[src/rtl/alu_pkg.sv]
// Shared constants for the ALU issue controller: opcodes, FSM states, flag bit positions.
package alu_pkg;

  localparam logic [7:0] OP_NOP  = 8'h00;
  localparam logic [7:0] OP_ADD  = 8'h01;
  localparam logic [7:0] OP_ADC  = 8'h02;
  localparam logic [7:0] OP_SUB  = 8'h03;
  localparam logic [7:0] OP_SUC  = 8'h04;
  localparam logic [7:0] OP_CMP  = 8'h05;
  localparam logic [7:0] OP_MUL8 = 8'h06;
  localparam logic [7:0] OP_DIV8 = 8'h07;
  localparam logic [7:0] OP_MUL6 = 8'h08;
  localparam logic [7:0] OP_DIV6 = 8'h09;
  localparam logic [7:0] OP_TEST = 8'h0A;
  localparam logic [7:0] OP_AND  = 8'h0B;
  localparam logic [7:0] OP_NEG  = 8'h0C;
  localparam logic [7:0] OP_NOT  = 8'h0D;
  localparam logic [7:0] OP_OR   = 8'h0E;
  localparam logic [7:0] OP_SHL  = 8'h0F;
  localparam logic [7:0] OP_SHR  = 8'h10;
  localparam logic [7:0] OP_XOR  = 8'h11;

  typedef enum logic [1:0] {
    ST_IDLE = 2'd0,
    ST_EXEC = 2'd1,
    ST_CAPT = 2'd2
  } state_e;

  localparam int FLG_C = 0;
  localparam int FLG_Z = 1;
  localparam int FLG_O = 2;

endpackage

[src/rtl/alu_op_decode.sv]
// Combinational opcode classifier: legality, flag-update class and writeback ports.
module alu_op_decode
  import alu_pkg::*;
(
  input  logic [7:0] op,
  output logic       legal,
  output logic       upd_czo,
  output logic       upd_z,
  output logic       wr_lo,
  output logic       wr_hi,
  output logic       is_div8,
  output logic       is_div16
);

  // Map each opcode onto its flag/writeback class; anything unlisted is illegal.
  always_comb begin
    legal    = 1'b1;
    upd_czo  = 1'b0;
    upd_z    = 1'b0;
    wr_lo    = 1'b0;
    wr_hi    = 1'b0;
    is_div8  = 1'b0;
    is_div16 = 1'b0;
    case (op)
      OP_ADD, OP_ADC, OP_SUB, OP_SUC: begin
        upd_czo = 1'b1;
        wr_lo   = 1'b1;
      end
      OP_CMP: upd_czo = 1'b1;
      OP_MUL8: begin
        upd_z = 1'b1;
        wr_lo = 1'b1;
      end
      OP_DIV8: begin
        upd_z   = 1'b1;
        wr_lo   = 1'b1;
        is_div8 = 1'b1;
      end
      OP_MUL6: begin
        upd_z = 1'b1;
        wr_lo = 1'b1;
        wr_hi = 1'b1;
      end
      OP_DIV6: begin
        upd_z    = 1'b1;
        wr_lo    = 1'b1;
        wr_hi    = 1'b1;
        is_div16 = 1'b1;
      end
      OP_TEST: upd_z = 1'b1;
      OP_AND, OP_NEG, OP_NOT, OP_OR, OP_SHL, OP_SHR, OP_XOR: wr_lo = 1'b1;
      default: legal = 1'b0;
    endcase
  end

endmodule

[src/rtl/alu_ctrl.sv]
// Issue-side controller for the 16-bit ALU: accepts one op, issues it, captures the
// registered result, applies per-class writeback/flag rules and holds the flags.
//
//   state | meaning
//   IDLE  | ready for a request; rejects illegal ops / zero divisors with err
//   EXEC  | ALU samples the issued op on this edge; op bus returns to NOP
//   CAPT  | ALU result is valid; register writeback and flag updates
module alu_ctrl
  import alu_pkg::*;
#(
  parameter int DST_W = 3
) (
  input  logic             clk,
  input  logic             rst,
  input  logic             req_valid,
  output logic             req_ready,
  input  logic [7:0]       req_op,
  input  logic [15:0]      req_a,
  input  logic [15:0]      req_b,
  input  logic [DST_W-1:0] req_dst,
  output logic [7:0]       alu_op,
  output logic [15:0]      alu_a,
  output logic [15:0]      alu_b,
  output logic             alu_cf,
  input  logic [15:0]      alu_acc,
  input  logic [15:0]      alu_c,
  input  logic             alu_c_flag,
  input  logic             alu_z_flag,
  input  logic             alu_o_flag,
  output logic             wb_valid,
  output logic [DST_W-1:0] wb_dst,
  output logic [15:0]      wb_data,
  output logic             wb_hi_valid,
  output logic [15:0]      wb_hi_data,
  output logic [2:0]       flags,
  output logic             err
);

  state_e             state_q, state_d;
  logic [7:0]         alu_op_q, alu_op_d;
  logic [15:0]        alu_a_q, alu_a_d;
  logic [15:0]        alu_b_q, alu_b_d;
  logic               alu_cf_q, alu_cf_d;
  logic [DST_W-1:0]   dst_q, dst_d;
  logic               upd_czo_q, upd_czo_d;
  logic               upd_z_q, upd_z_d;
  logic               wr_lo_q, wr_lo_d;
  logic               wr_hi_q, wr_hi_d;
  logic               wb_valid_q, wb_valid_d;
  logic [DST_W-1:0]   wb_dst_q, wb_dst_d;
  logic [15:0]        wb_data_q, wb_data_d;
  logic               wb_hi_valid_q, wb_hi_valid_d;
  logic [15:0]        wb_hi_data_q, wb_hi_data_d;
  logic [2:0]         flags_q, flags_d;
  logic               err_q, err_d;

  logic dec_legal, dec_upd_czo, dec_upd_z, dec_wr_lo, dec_wr_hi;
  logic dec_is_div8, dec_is_div16;
  logic accept, bad_div;

  alu_op_decode u_dec (
    .op       (req_op),
    .legal    (dec_legal),
    .upd_czo  (dec_upd_czo),
    .upd_z    (dec_upd_z),
    .wr_lo    (dec_wr_lo),
    .wr_hi    (dec_wr_hi),
    .is_div8  (dec_is_div8),
    .is_div16 (dec_is_div16)
  );

  assign req_ready = (state_q == ST_IDLE) & ~rst;
  assign accept    = req_valid & req_ready;
  // Divide-by-zero is rejected up front so the ALU never sees it.
  assign bad_div   = (dec_is_div8 & (req_b[7:0] == 8'h00)) |
                     (dec_is_div16 & (req_b == 16'h0000));

  // Next-state and registered-output logic for the three-phase issue sequence.
  always_comb begin
    state_d       = state_q;
    alu_op_d      = OP_NOP;
    alu_a_d       = alu_a_q;
    alu_b_d       = alu_b_q;
    alu_cf_d      = alu_cf_q;
    dst_d         = dst_q;
    upd_czo_d     = upd_czo_q;
    upd_z_d       = upd_z_q;
    wr_lo_d       = wr_lo_q;
    wr_hi_d       = wr_hi_q;
    wb_valid_d    = 1'b0;
    wb_dst_d      = wb_dst_q;
    wb_data_d     = wb_data_q;
    wb_hi_valid_d = 1'b0;
    wb_hi_data_d  = wb_hi_data_q;
    flags_d       = flags_q;
    err_d         = 1'b0;
    case (state_q)
      ST_IDLE: begin
        if (accept) begin
          if (!dec_legal || bad_div) begin
            err_d = 1'b1;
          end else begin
            alu_op_d  = req_op;
            alu_a_d   = req_a;
            alu_b_d   = req_b;
            alu_cf_d  = flags_q[FLG_C];
            dst_d     = req_dst;
            upd_czo_d = dec_upd_czo;
            upd_z_d   = dec_upd_z;
            wr_lo_d   = dec_wr_lo;
            wr_hi_d   = dec_wr_hi;
            state_d   = ST_EXEC;
          end
        end
      end
      ST_EXEC: state_d = ST_CAPT;
      ST_CAPT: begin
        state_d = ST_IDLE;
        if (wr_lo_q) begin
          wb_valid_d = 1'b1;
          wb_dst_d   = dst_q;
          wb_data_d  = alu_acc;
        end
        if (wr_hi_q) begin
          wb_hi_valid_d = 1'b1;
          wb_hi_data_d  = alu_c;
        end
        // The ALU leaves stale flags for logic ops; only the op's class may touch them.
        if (upd_czo_q) begin
          flags_d[FLG_C] = alu_c_flag;
          flags_d[FLG_Z] = alu_z_flag;
          flags_d[FLG_O] = alu_o_flag;
        end else if (upd_z_q) begin
          flags_d[FLG_Z] = alu_z_flag;
        end
      end
      default: state_d = ST_IDLE;
    endcase
  end

  // State registers; reset aborts any in-flight op without writeback.
  always_ff @(posedge clk or posedge rst) begin
    if (rst) begin
      state_q       <= ST_IDLE;
      alu_op_q      <= OP_NOP;
      alu_a_q       <= '0;
      alu_b_q       <= '0;
      alu_cf_q      <= 1'b0;
      dst_q         <= '0;
      upd_czo_q     <= 1'b0;
      upd_z_q       <= 1'b0;
      wr_lo_q       <= 1'b0;
      wr_hi_q       <= 1'b0;
      wb_valid_q    <= 1'b0;
      wb_dst_q      <= '0;
      wb_data_q     <= '0;
      wb_hi_valid_q <= 1'b0;
      wb_hi_data_q  <= '0;
      flags_q       <= 3'b000;
      err_q         <= 1'b0;
    end else begin
      state_q       <= state_d;
      alu_op_q      <= alu_op_d;
      alu_a_q       <= alu_a_d;
      alu_b_q       <= alu_b_d;
      alu_cf_q      <= alu_cf_d;
      dst_q         <= dst_d;
      upd_czo_q     <= upd_czo_d;
      upd_z_q       <= upd_z_d;
      wr_lo_q       <= wr_lo_d;
      wr_hi_q       <= wr_hi_d;
      wb_valid_q    <= wb_valid_d;
      wb_dst_q      <= wb_dst_d;
      wb_data_q     <= wb_data_d;
      wb_hi_valid_q <= wb_hi_valid_d;
      wb_hi_data_q  <= wb_hi_data_d;
      flags_q       <= flags_d;
      err_q         <= err_d;
    end
  end

  assign alu_op      = alu_op_q;
  assign alu_a       = alu_a_q;
  assign alu_b       = alu_b_q;
  assign alu_cf      = alu_cf_q;
  assign wb_valid    = wb_valid_q;
  assign wb_dst      = wb_dst_q;
  assign wb_data     = wb_data_q;
  assign wb_hi_valid = wb_hi_valid_q;
  assign wb_hi_data  = wb_hi_data_q;
  assign flags       = flags_q;
  assign err         = err_q;

endmodule

[config.mk]
export PLATFORM = sky130hd
export DESIGN_NAME = alu_ctrl
export DESIGN_NICKNAME = d
export VERILOG_FILES = /design/src/rtl/alu_pkg.sv /design/src/rtl/alu_op_decode.sv /design/src/rtl/alu_ctrl.sv
export SDC_FILE = /design/constraint.sdc
export NUM_CORES = 1
export LEC_CHECK = 0
export CAP_MARGIN = 30
export CORE_MARGIN = 10
export CORE_UTILIZATION = 55
export CTS_BUF_LIST = sky130_fd_sc_hd__clkbuf_4
export DETAILED_ROUTE_END_ITERATION = 7
export DONT_BUFFER_PORTS = 1
export GPL_TIMING_DRIVEN = 0
export HOLD_SLACK_MARGIN = 0.03
export PLACE_DENSITY = 0.7
export RECOVER_POWER = 100
export SYNTH_ARGS = -nofsm -noshare
export SYNTH_HDL_FRONTEND = slang
export SYNTH_HIERARCHICAL = 1
export SYNTH_SLANG_ARGS = --single-unit
[constraint.sdc]
create_clock -name clk -period 5.4 [get_ports clk]
set_input_delay 1.62 -clock clk [delete_from_list [all_inputs] [get_ports clk]]
set_output_delay 1.62 -clock clk [all_outputs]
set_load 0.02 [all_outputs]
# Yosys cells after proc, flatten, opt, wreduce, memory -nomap -nowiden
# Cells that the tools add are included.
[word_totals]
inputBits = 81
wordCells = 85
regBits = 91
[classes]
eq_ne = 21
bitwise_logic = 7
n_reduce_logical = 17
mux = 22
[op_table]
columns = ["operator", "count"]
rows = [
  ["equality test 8 x 4 -> 1 bit (second input constant)", 8],
  ["equality test 8 x 3 -> 1 bit (second input constant)", 4],
  ["two-way mux 8 bit", 3],
  ["OR reduction 17 bit", 1],
  ["equality test 8 x 2 -> 1 bit (second input constant)", 2],
  ["equality test 8 x 5 -> 1 bit (second input constant)", 2],
  ["logical NOT 16 bit", 1],
  ["two-way mux 1 bit", 16],
  ["OR reduction 15 bit", 1],
  ["AND reduction 2 bit", 5],
  ["OR reduction 5 bit", 2],
  ["equality test 8 x 1 -> 1 bit (second input constant)", 1],
  ["logical NOT 8 bit", 1],
  ["AND 1 bit", 4],
  ["two-way mux 2 bit", 2],
  ["inequality test 2 bit (second input constant)", 2],
  ["one-hot mux 2 bit (2 select lines)", 1],
  ["AND reduction 3 bit", 1],
  ["equality test 2 x 1 -> 1 bit (second input constant)", 1],
  ["equality test 2 bit (second input constant)", 1],
  ["logical NOT 2 bit", 1],
  ["NOT 1 bit", 2],
  ["nonzero test 2 bit", 1],
  ["OR reduction 2 bit", 1],
  ["other kinds (3)", 3],
]

# Longest topological paths before layout
# Gate-level depths: netlist (run 1).
[depth]
depth_word = 8
mapped_depth = 9

# Modules after synthesis
# The synthesis (run 1) kept the hierarchy.
[by_module_without_submodules]
columns = ["mod", "cells_per_inst", "seq_area_each_um2", "instances", "area_per_inst_um2"]
rows = [
  ["alu_ctrl", 208, 2277.2, 1, 3404.5],
  ["alu_op_decode", 25, 0.0, 1, 162.7],
]

# Least setup slack after synthesis (run 1)
# OpenSTA, ideal clock, no wires.
[synth_path]
path_kind = "input port to output port"
start = "input rst"
end = "output req_ready"
setup_slack_ps = 1657
arrival_time_ps = 2123
n_path_buf = 0
stages = 1
required_ps = 3780
cell_sequence = "nor3_1"
[synth_via]
elab_chain_cells = 2
[synth_rtl]
columns = ["element", "line", "text"]
rows = [
  ["start, declared", "alu_ctrl.sv:14", "input logic rst,"],
  ["NOT 1 bit", "alu_ctrl.sv:72", "assign req_ready = (state_q == ST_IDLE) & ~rst;"],
  ["AND 1 bit", "alu_ctrl.sv:72", ""],
  ["end, declared", "alu_ctrl.sv:16", "output logic req_ready,"],
]
# Every way passes these cells.

# Worst setup path in the final report (run 1)
[layout_path]
start = "input req_op[4]"
end = "register dst_q[0]"
[layout_via]
elab_chain_cells = 7
elab_cells_between_ends = 28
[layout_rtl]
columns = ["element", "line", "text"]
rows = [
  ["start, declared", "alu_ctrl.sv:17", "input logic [7:0] req_op,"],
  ["equality test 8 x 4 -> 1 bit", "alu_op_decode.sv:24", "case (op)"],
  ["two-way mux 1 bit", "alu_op_decode.sv:24", ""],
  ["via dec_is_div16", "alu_ctrl.sv:58", "logic dec_is_div8, dec_is_div16;"],
  ["AND 1 bit", "alu_ctrl.sv:76", "(dec_is_div16 & (req_b == 16'h0000));"],
  ["OR 1 bit", "alu_ctrl.sv:75", "assign bad_div = (dec_is_div8 & (req_b[7:0] == 8'h00)) |"],
  ["logical OR 1 bit", "alu_ctrl.sv:100", "if (!dec_legal || bad_div) begin"],
  ["NOT 1 bit (no line)", "n/a", ""],
  ["AND reduction 3 bit (no line)", "n/a", ""],
  ["end signal, assigned", "alu_ctrl.sv:167", "dst_q <= dst_d;"],
  ["end, declared", "alu_ctrl.sv:44", "logic [DST_W-1:0] dst_q, dst_d;"],
]
# The timed path passes the listed nets, and every way through them passes these cells.
# A chain may end at the register's enable or synchronous reset.

==> impl_metrics.yaml, run 1 <==
timing:
  period_share_pct: 80.6
  finalClockSkew_ns: 0.0128
  slew_headroom_pct: -6.54
  finalSetupViolations: 0
  rsz0062_at_grt: "false"
  final.setup.tns_ns: 0
  drv_slew: 35
  max_freq_ghz: 0.230
  hold_viol_final: 0
  holdWs_ns: 0.503
  min_period_ns: 4.35
  worst_slack_ns: 1.05
  worst_slew_pin_slew_ns: 1.59
clock_tree:
  postCtsSetupBuffers: 0
  postCtsResizedCells: 0
  cts_sinks: 91
  cts_tree: "done"
  cts_buffer_depth: 2
  cts_buffers: 9
  path_clk_slew_ns: 0.12
  clk_latency_ns: 0.40
  cts_root_buf: "clkbuf_4"
  ctsHtreeMaxLevel: 3
  ctsHoldBuffers: 0
placement:
  dpl.hpwl_um: 5980
  dpl_cell_area_um2: 3690
  preCtsSetupSlack_ns: 1.46
  place.gp.congestion: 0.696
  portBuffers: 0
  placed_cells_incl_taps: 311
floorplan:
  coreArea_um2: 6310
  top_level_ports: 164
  start_util_pct: 56.5
  die_w_um: 101
  num_rows: 29
  dieArea_um2: 10100
  die_h_um: 101
power_and_ir_drop:
  switchingPower_mw: 0.422
  pwr-share-seq_pct: 69.8
  p_per_area_nw_per_um2: 365
  p_leak_nw: 1.68
  vdd_drop_max_mv: 0.201
  swShare_pct: 31.0
  pwr-share-clk_pct: 21.5
  comb_power_share_pct: 8.7
  cellInternalPower_mw: 0.941
yosys:
  synth_top_cell_by_area: "dfrtp_1"
  synthDistinctLibCells: 29
  synth.yosys.seq_area_share_pct: 63.8
  synthCells: 233
  ys_warn_count: 6
  synth_top_area_share_pct: 63.8
  syn_nets: 314
  synth_seq_cells: 91
  synth.area.top_cells: "dfrtp_1 (64%), mux2_2 (24%), nor2b_1 (1.9%), buf_4 (1.1%), nor3_1 (0.84%)"
  syn_area_per_cell_um2: 15.3
  netlist_area_um2: 3570
routing:
  drc: 0
  ant_nets: 0
  drtIter0Drc: 64
  via_per_inst: 5.82
  wl_per_cell_um: 23.0
  routed_wl_um: 7480
  vias: 1890
  drt_pass1_iterations: 4
run:
  drv_cap: 1
cells_and_area:
  nets: 326
  multi_input_area_um2: 1170
  diodes: 0
  nFillCells: 513
  drive_above_1_share_pct: 37.9
  fin_area_um2: 3730
  area_delta_synth_final_pct: 4.67
  seqCellArea_um2: 2280
  instances_no_fill: 325
min_path:
  hp-start: "dst_q[0]$_DFFE_PP0P_"
  hold_class: "flip-flop to flip-flop"
setup_path:
  cp-start-kind: "input port"
  timing.critical_path.from: "req_op[4]"
  arrival_ns: 4.65
  reg2reg_from: "state_q[0]$_DFFE_PP0P_"
  crit_fanout: 10
  end_kind: "flip-flop"
  required_ns: 5.70
  setup.worst_path.class: "input port to flip-flop"
global_route:
  grt_max_degree: 58
  grt-ovfl-total: 0
  antenna_found_initial: 0
  grt_pass1_wl_um: 11600
  first_global_vias: 2180
  track_usage_pct: 14.7
outcome:
  status: "finished, violations left"
  violations: "max-capacitance violations, max-slew violations"
area by class of cell:
type | count | area share (%)
Tap cell | 77 | 2.58
Clock buffer | 10 | 2.01
Timing Repair Buffer | 1 | 0.737
Multi-Input combinational cell | 126 | 31.4
Buffer | 10 | 1.14
Sequential cell | 91 | 61.0
Clock inverter | 4 | 0.536
Inverter | 6 | 0.637
power groups by stage:
stage / clock, mW / combinational, mW / sequential, mW
floorplan: 0 / 0.108 / 0.940
global placement: 0 / 0.116 / 0.968
detailed placement: 0 / 0.125 / 0.971
CTS: 0.307 / 0.125 / 0.957
global route: 0.329 / 0.133 / 0.969
finish: 0.293 / 0.118 / 0.952
stage by stage:
stage	utilization [%]	total power, mW
after floorplan	-	1.05
after global placement	58.0	1.08
after detailed placement	58.5	1.10
after CTS	60.0	1.39
after global routing	59.1	1.43
final	59.1	1.36
per-layer routing:
| layer | part of all wire, % | routed length [um] | vias to the layer above | track usage (%) |
|---|---|---|---|---|
| met1 | 35 | 2630 | 935 | 14.7 |
| met4 | 1.7 | 125 | 0 | 6.09 |
| li1 | - | - | 841 | - |
| met2 | 48 | 3610 | 103 | 23.8 |
| met3 | 15 | 1110 | 11 | 9.19 |
| met5 | 0 | 0 | - | 0 |
worst paths after layout:
check	cells after the start	end	slack, ns
min reg2reg	1	dst_q[0]$_DFFE_PP0P_	0.50
min in group asynchronous	1	alu_a[2]$_DFFE_PP0P_	1.46
max in group asynchronous	2	alu_op[5]$_DFF_PP0_	3.09
max	8	dst_q[0]$_DFFE_PP0P_	1.05
max reg2reg	6	dst_q[0]$_DFFE_PP0P_	3.09
min	1	dst_q[0]$_DFFE_PP0P_	0.50
registers in the layout (all words and copies together), names as in the netlist, 2 cells and up:
register and cells:
alu_a 16, alu_b 16, wb_data 16, wb_hi_data 16
alu_op 8, dst_q 3, flags 3, wb_dst 3
state_q 2
logic make-up (layout without fill, tap and decap cells):
family                 after synthesis  after routing  synth area share [%]
flip-flops                          91             91                  63.8
XOR/XNOR                             1              1                 0.246
buffers and inverters               16             31                  2.49
AND/OR/NAND/NOR                     36             36                  6.49
multiplexers                        78             78                  24.7
AO/OA/AOI/OAI                       11             11                  2.21
cells in the final DEF (no fill, tap or decap), drive strengths merged:
| cell type | instances |
|---|---|
| dfrtp | 91 |
| mux2 | 78 |
| clkbuf | 19 |
| nor2b | 11 |
| nand2 | 7 |
| nor3 | 6 |
| inv | 5 |
| nor4 | 3 |
| o21ai | 3 |
| a21oi | 3 |
| clkinv | 3 |
| nor4b | 2 |
| and2 | 2 |
| clkinvlp | 2 |
| buf | 2 |
| nand4b | 1 |
| a32oi | 1 |
| a221oi | 1 |
| or4 | 1 |
| nand3 | 1 |
| nand3b | 1 |
| a2111oi | 1 |
| nor2 | 1 |
| xnor2 | 1 |
| o21a | 1 |
| a31oi | 1 |
critical path, cell delays in order:
cell	delay [ns]
or4_1	0.61
nor4b_1	0.46
and2_0	0.23
nand4b_1	0.13
a32oi_1	0.35
clkbuf_1	0.48
clkbuf_1	0.41
mux2_1	0.36
cell usage after synthesis:
master / number
dfrtp_1: 91
mux2_2: 77
nor2b_1: 11
nand2_1: 7
inv_1: 6
nor3_1: 6
buf_4: 5
a21oi_1: 3
nor4_1: 3
o21ai_0: 3
and2_1: 2
clkbuf_1: 2
a2111oi_1: 1
a221oi_1: 1
a31oi_1: 1
a32oi_2: 1
buf_2: 1
buf_6: 1
clkbuf_2: 1
mux2_4: 1
nand3_1: 1
nand3b_1: 1
nand4b_1: 1
nor2_1: 1
nor4b_2: 1
nor4b_4: 1
o21a_1: 1
or4_4: 1
xnor2_1: 1
Note: power is estimated with default switching activity, not from simulation.
==> inputs of run 2 (changes only) <==
Settings changed: PLACE_DENSITY 0.7 to 0.73.
Clock period 5.4 ns to 3.65 ns, I/O delays scaled along.
==> run 2 against run 1 <==
The run still ends with max-capacitance violations, max-slew violations left. Core utilization grew 0.71 points. Clock skew shrank 0.0016 ns. Non-clock buffer count is the same. Cell count grew 0.62%. Wire length is essentially flat. Sequential power grew 48%.
==> impl_metrics.yaml, run 2 (synthesis results as in run 1) <==
outcome:
  status: "finished, violations left"
  violations: "max-capacitance violations, max-slew violations"
routing:
  routed_wl_um: 7470
  via_per_inst: 5.83
  drc: 0
  drtIter0Drc: 45
  vias: 1907
  ant_nets: 0
  drt_pass1_iterations: 4
  wl_per_cell_um: 22.8
setup_path:
  cp-start-kind: "input port"
  arrival_ns: 3.53
  required_ns: 3.96
  crit_fanout: 10
  setup.worst_path.class: "input port to flip-flop"
  end_kind: "flip-flop"
cells_and_area:
  postLayoutCoreUtil_pct: 59.8
  final_common_cell: "dfrtp_1"
  instances_no_fill: 327
  diodes: 0
  area_delta_synth_final_pct: 5.93
  multi_input_area_um2: 1170
  fin_area_um2: 3780
  final_cell_mix: "dfrtp_1 (91), mux2_2 (77), nor2b_1 (11), clkbuf_4 (9), nand2_1 (7)"
  drive_above_1_share_pct: 41.2
  nets: 326
  seqCellArea_um2: 2280
  nFillCells: 521
power_and_ir_drop:
  swShare_pct: 30.7
  p_leak_nw: 1.71
  switchingPower_mw: 0.647
  comb_power_share_pct: 8.2
  cellInternalPower_mw: 1.46
  p_per_area_nw_per_um2: 558
  vdd_drop_max_mv: 0.364
  total_power_mw: 2.11
  pwr-share-seq_pct: 66.7
  pwr-share-clk_pct: 25.1
floorplan:
  start_util_pct: 56.5
  coreArea_um2: 6310
  die_h_um: 101
  die_w_um: 101
  num_rows: 29
  top_level_ports: 164
  dieArea_um2: 10100
clock_tree:
  cts_buffers: 9
  cts_buffer_depth: 2
  postCtsResizedCells: 0
  ctsHoldBuffers: 0
  path_clk_slew_ns: 0.13
  ctsHtreeMaxLevel: 3
  cts_root_buf: "clkbuf_4"
  postCtsSetupBuffers: 0
  clk_latency_ns: 0.42
  cts_sinks: 91
  cts_tree: "done"
placement:
  portBuffers: 0
  dpl_cell_area_um2: 3690
  dpl.hpwl_um: 5960
  placed_cells_incl_taps: 311
  place.gp.congestion: 0.711
  preCtsSetupSlack_ns: 0.229
timing:
  rsz0062_at_grt: "false"
  min_period_ns: 3.22
  hold_viol_final: 0
  worst_slew_pin_slew_ns: 1.56
  period_share_pct: 88.1
  worst_slack_ns: 0.433
  finalSetupViolations: 0
  slew_headroom_pct: -4.51
  holdWs_ns: 0.500
  final.setup.tns_ns: 0
  finalClockSkew_ns: 0.0112
  max_freq_ghz: 0.311
  drv_slew: 39
global_route:
  antenna_found_initial: 0
  grt_pass1_wl_um: 11400
  first_global_vias: 2097
  grt_max_degree: 55
  grt-ovfl-total: 0
  track_usage_pct: 14.7
run:
  drv_cap: 1
min_path:
  hold_class: "flip-flop to flip-flop"
[run 2: cell count changes in the layout (fill, tap and decap cells not counted), sizes merged]
cell / delta
clkbuf: -5
buf: +4
clkinv: +2
bufinv: +1
[run 2: final cells by class]
cell class	instances	area share, %
tap	77	2.55
clock buffer	9	1.79
timing repair buffer	1	0.132
inverter	6	0.629
clock inverter	7	1.82
multi-input combinational	126	31.1
buffer	10	1.72
sequential	91	60.3
[run 2: power by group through the flow]
| stage | clock network (mW) | registers, mW | logic, mW |
|---|---|---|---|
| after CTS | 0.553 | 1.41 | 0.184 |
| after global placement | 0 | 1.43 | 0.172 |
| after detailed placement | 0 | 1.43 | 0.183 |
| after floorplan | 0 | 1.39 | 0.159 |
| final | 0.530 | 1.41 | 0.173 |
| after global routing | 0.588 | 1.43 | 0.194 |
[run 2: worst paths after layout]
| kind | depth (start not counted) | to | from | slack, ns |
|---|---|---|---|---|
| worst max register to register | 6 | dst_q[0]$_DFFE_PP0P_ | state_q[0]$_DFFE_PP0P_ | 1.78 |
| worst min-delay path | 1 | state_q[1]$_DFFE_PP0P_ | state_q[1]$_DFFE_PP0P_ | 0.50 |
| max in group asynchronous | 2 | wb_data[1]$_DFFE_PP0P_ | rst | 0.88 |
| worst min register to register | 1 | state_q[1]$_DFFE_PP0P_ | state_q[1]$_DFFE_PP0P_ | 0.50 |
| min in group asynchronous | 1 | alu_b[3]$_DFFE_PP0P_ | rst | 0.91 |
| worst max-delay path | 8 | dst_q[0]$_DFFE_PP0P_ | req_op[4] | 0.43 |
[run 2: critical path: stages]
cell	delay, ns
or4_4	0.56
nor4b_1	0.37
and2_0	0.22
nand4b_1	0.12
a32oi_1	0.40
buf_4	0.28
buf_6	0.16
mux2_1	0.32
[run 2: layer usage]
layer  wire (um)  global-route usage, %  vias to the layer above  share of wire (%)
met2        3590                   23.3                      105                 48
met4         127                   6.52                        0                1.7
met3        1130                   8.85                       11                 15
li1            -                      -                      842                  -
met5           0                      0                        -                  0
met1        2620                   15.2                      949                 35
==> inputs of run 3 (changes only) <==
Settings changed: CORE_UTILIZATION 55 to 38, DONT_BUFFER_PORTS 1 to default, PLACE_DENSITY 0.73 to 0.78.
==> run 3 against run 2 <==
The flow still finishes with violations (max-capacitance violations, max-slew violations). Sequential power down 14%. Power up 20%. Non-clock buffer count up 165. Critical path depth up 1. First-iteration DRC count up 4.4%. Die area up 35%. Clock-buffer cell count unchanged. Flip-flop and latch count unchanged. Largest power group unchanged.
==> impl_metrics.yaml, run 3 (synthesis results as in run 1) <==
outcome:
  status: "finished, violations left"
  violations: "max-capacitance violations, max-slew violations"
setup_path:
  required_ns: 3.97
  worst-path-buf-inv: 3
  cp-start-kind: "input port"
  slowest_stage: "or4_4"
  max_stage_delay_ns: 0.61
  cpMostUsedCell: "buf_4"
  crit_fanout: 10
  critical-path-top-delay-family: "simple AND/OR/NAND/NOR gates"
  arrival_ns: 3.85
  setup.worst_path.class: "input port to flip-flop"
  end_kind: "flip-flop"
  crit_chain: "clkdlybuf4s50_1 -> or4_4 -> nor4b_4 -> and2_1 -> nand4b_1 -> a32oi_2 -> buf_4 -> buf_4 -> mux2_2"
global_route:
  track_usage_pct: 13.9
  grt_pass1_wl_um: 14800
  grt-ovfl-total: 0
  first_global_vias: 2809
  grt_max_degree: 49
  antenna_found_initial: 1
min_path:
  hold_class: "flip-flop to flip-flop"
clock_tree:
  cts_root_buf: "clkbuf_4"
  ctsHoldBuffers: 0
  cts_sinks: 91
  cts_buffer_depth: 2
  path_clk_slew_ns: 0.11
  clk_latency_ns: 0.44
  cts_tree: "done"
  cts_buffers: 9
  ctsHtreeMaxLevel: 3
placement:
  portBuffers: 163
  place.gp.congestion: 0.687
  preCtsSetupSlack_ns: -0.349
  dpl_cell_area_um2: 5370
  dpl.hpwl_um: 7350
timing:
  hold_viol_final: 0
  slew_headroom_pct: -26.3
  worst_slew_pin_slew_ns: 1.88
  finalClockSkew_ns: 0.0172
  period_share_pct: 96.9
  worst_slack_ns: 0.113
  max_freq_ghz: 0.283
  drv_slew: 45
  min_period_ns: 3.54
  final.setup.tns_ns: 0
  finalSetupViolations: 0
power_and_ir_drop:
  swShare_pct: 27.6
  cellInternalPower_mw: 1.84
  total_power_mw: 2.54
  pwr-share-clk_pct: 26.1
  p_leak_nw: 2.47
  comb_power_share_pct: 26.4
  vdd_drop_max_mv: 0.282
  switchingPower_mw: 0.701
  pwr-share-seq_pct: 47.5
  p_per_area_nw_per_um2: 459
floorplan:
  coreArea_um2: 9200
  die_h_um: 117
  top_level_ports: 164
  dieArea_um2: 13700
  start_util_pct: 38.8
  die_w_um: 117
  num_rows: 35
routing:
  drtIter0Drc: 47
  wl_per_cell_um: 17.6
  drt_pass1_iterations: 3
  drc: 0
  routed_wl_um: 9250
  ant_nets: 0
  via_per_inst: 4.71
  vias: 2471
cells_and_area:
  drive_above_1_share_pct: 25.9
  final_common_cell: "dfrtp_1"
  nFillCells: 755
  fin_area_um2: 5530
  seqCellArea_um2: 2280
  multi_input_area_um2: 1200
  area_delta_synth_final_pct: 55.1
  nets: 491
  final_cell_mix: "dfrtp_1 (91), dlygate4sd3_1 (85), mux2_2 (77), clkdlybuf4s50_1 (77), nor2b_1 (11)"
run:
  drv_cap: 1
[run 3: layout make-up]
| type | instances | area share [%] |
|---|---|---|
| Clock buffer | 9 | 1.22 |
| Sequential cell | 91 | 41.2 |
| Buffer | 10 | 1.24 |
| Inverter | 6 | 0.430 |
| Tap cell | 111 | 2.51 |
| Antenna cell | 1 | 0.0452 |
| Timing Repair Buffer | 166 | 29.8 |
| Multi-Input combinational cell | 126 | 21.7 |
| Clock inverter | 5 | 1.88 |
[run 3: final timing paths]
path	startpoint	end	slack, ns	cells past startpoint
max	req_op[4]	alu_b[8]$_DFFE_PP0P_	0.11	9
min	alu_b[14]$_DFFE_PP0P_	alu_b[14]$_DFFE_PP0P_	0.51	1
max reg2reg	state_q[1]$_DFFE_PP0P_	wb_hi_data[5]$_DFFE_PP0P_	1.79	4
min reg2reg	alu_b[14]$_DFFE_PP0P_	alu_b[14]$_DFFE_PP0P_	0.51	1
max in group asynchronous	rst	alu_b[15]$_DFFE_PP0P_	0.55	3
min in group asynchronous	rst	upd_czo_q$_DFFE_PP0P_	1.63	2
[run 3: repair_timing]
item	4_1_cts	5_1_grt
setup buffers	0	2
endpoints found under the setup margin	0	2
gates resized for setup	0	2
[run 3: power by group through the flow]
stage          Clock (mW)  Sequential [mW]  Combinational [mW]
2_1_floorplan           0             1.39               0.159
3_3_place_gp            0             1.22               0.717
3_5_place_dp            0             1.24               0.731
4_1_cts             0.688             1.22               0.735
5_1_grt             0.733             1.23               0.720
6_report            0.663             1.21               0.669
[run 3: per-layer routing]
layer,track usage [%],vias to the layer above,part of all wire (%)
met5,0,-,0
met4,4.04,0,1.4
met3,7.59,13,12
met2,22.6,97,49
met1,15.2,1189,37
li1,-,1172,-
[run 3: worst reg2reg max path, cell delays in order (launching register included)]
cell,delay (ns)
dfrtp_1,0.44
nor2b_1,0.20
nand2_1,0.28
clkbuf_1,0.44
mux2_2,0.40
[run 3: stage by stage]
step / hold WS [ns] / utilization, % / instances
after floorplan: 0.458 / - / 233
after global placement: 0.485 / 58.0 / 507
after detailed placement: 0.492 / 58.4 / 508
after CTS: 0.516 / 60.2 / 522
after global routing: 0.526 / 60.1 / 525
final: 0.510 / 60.1 / 525
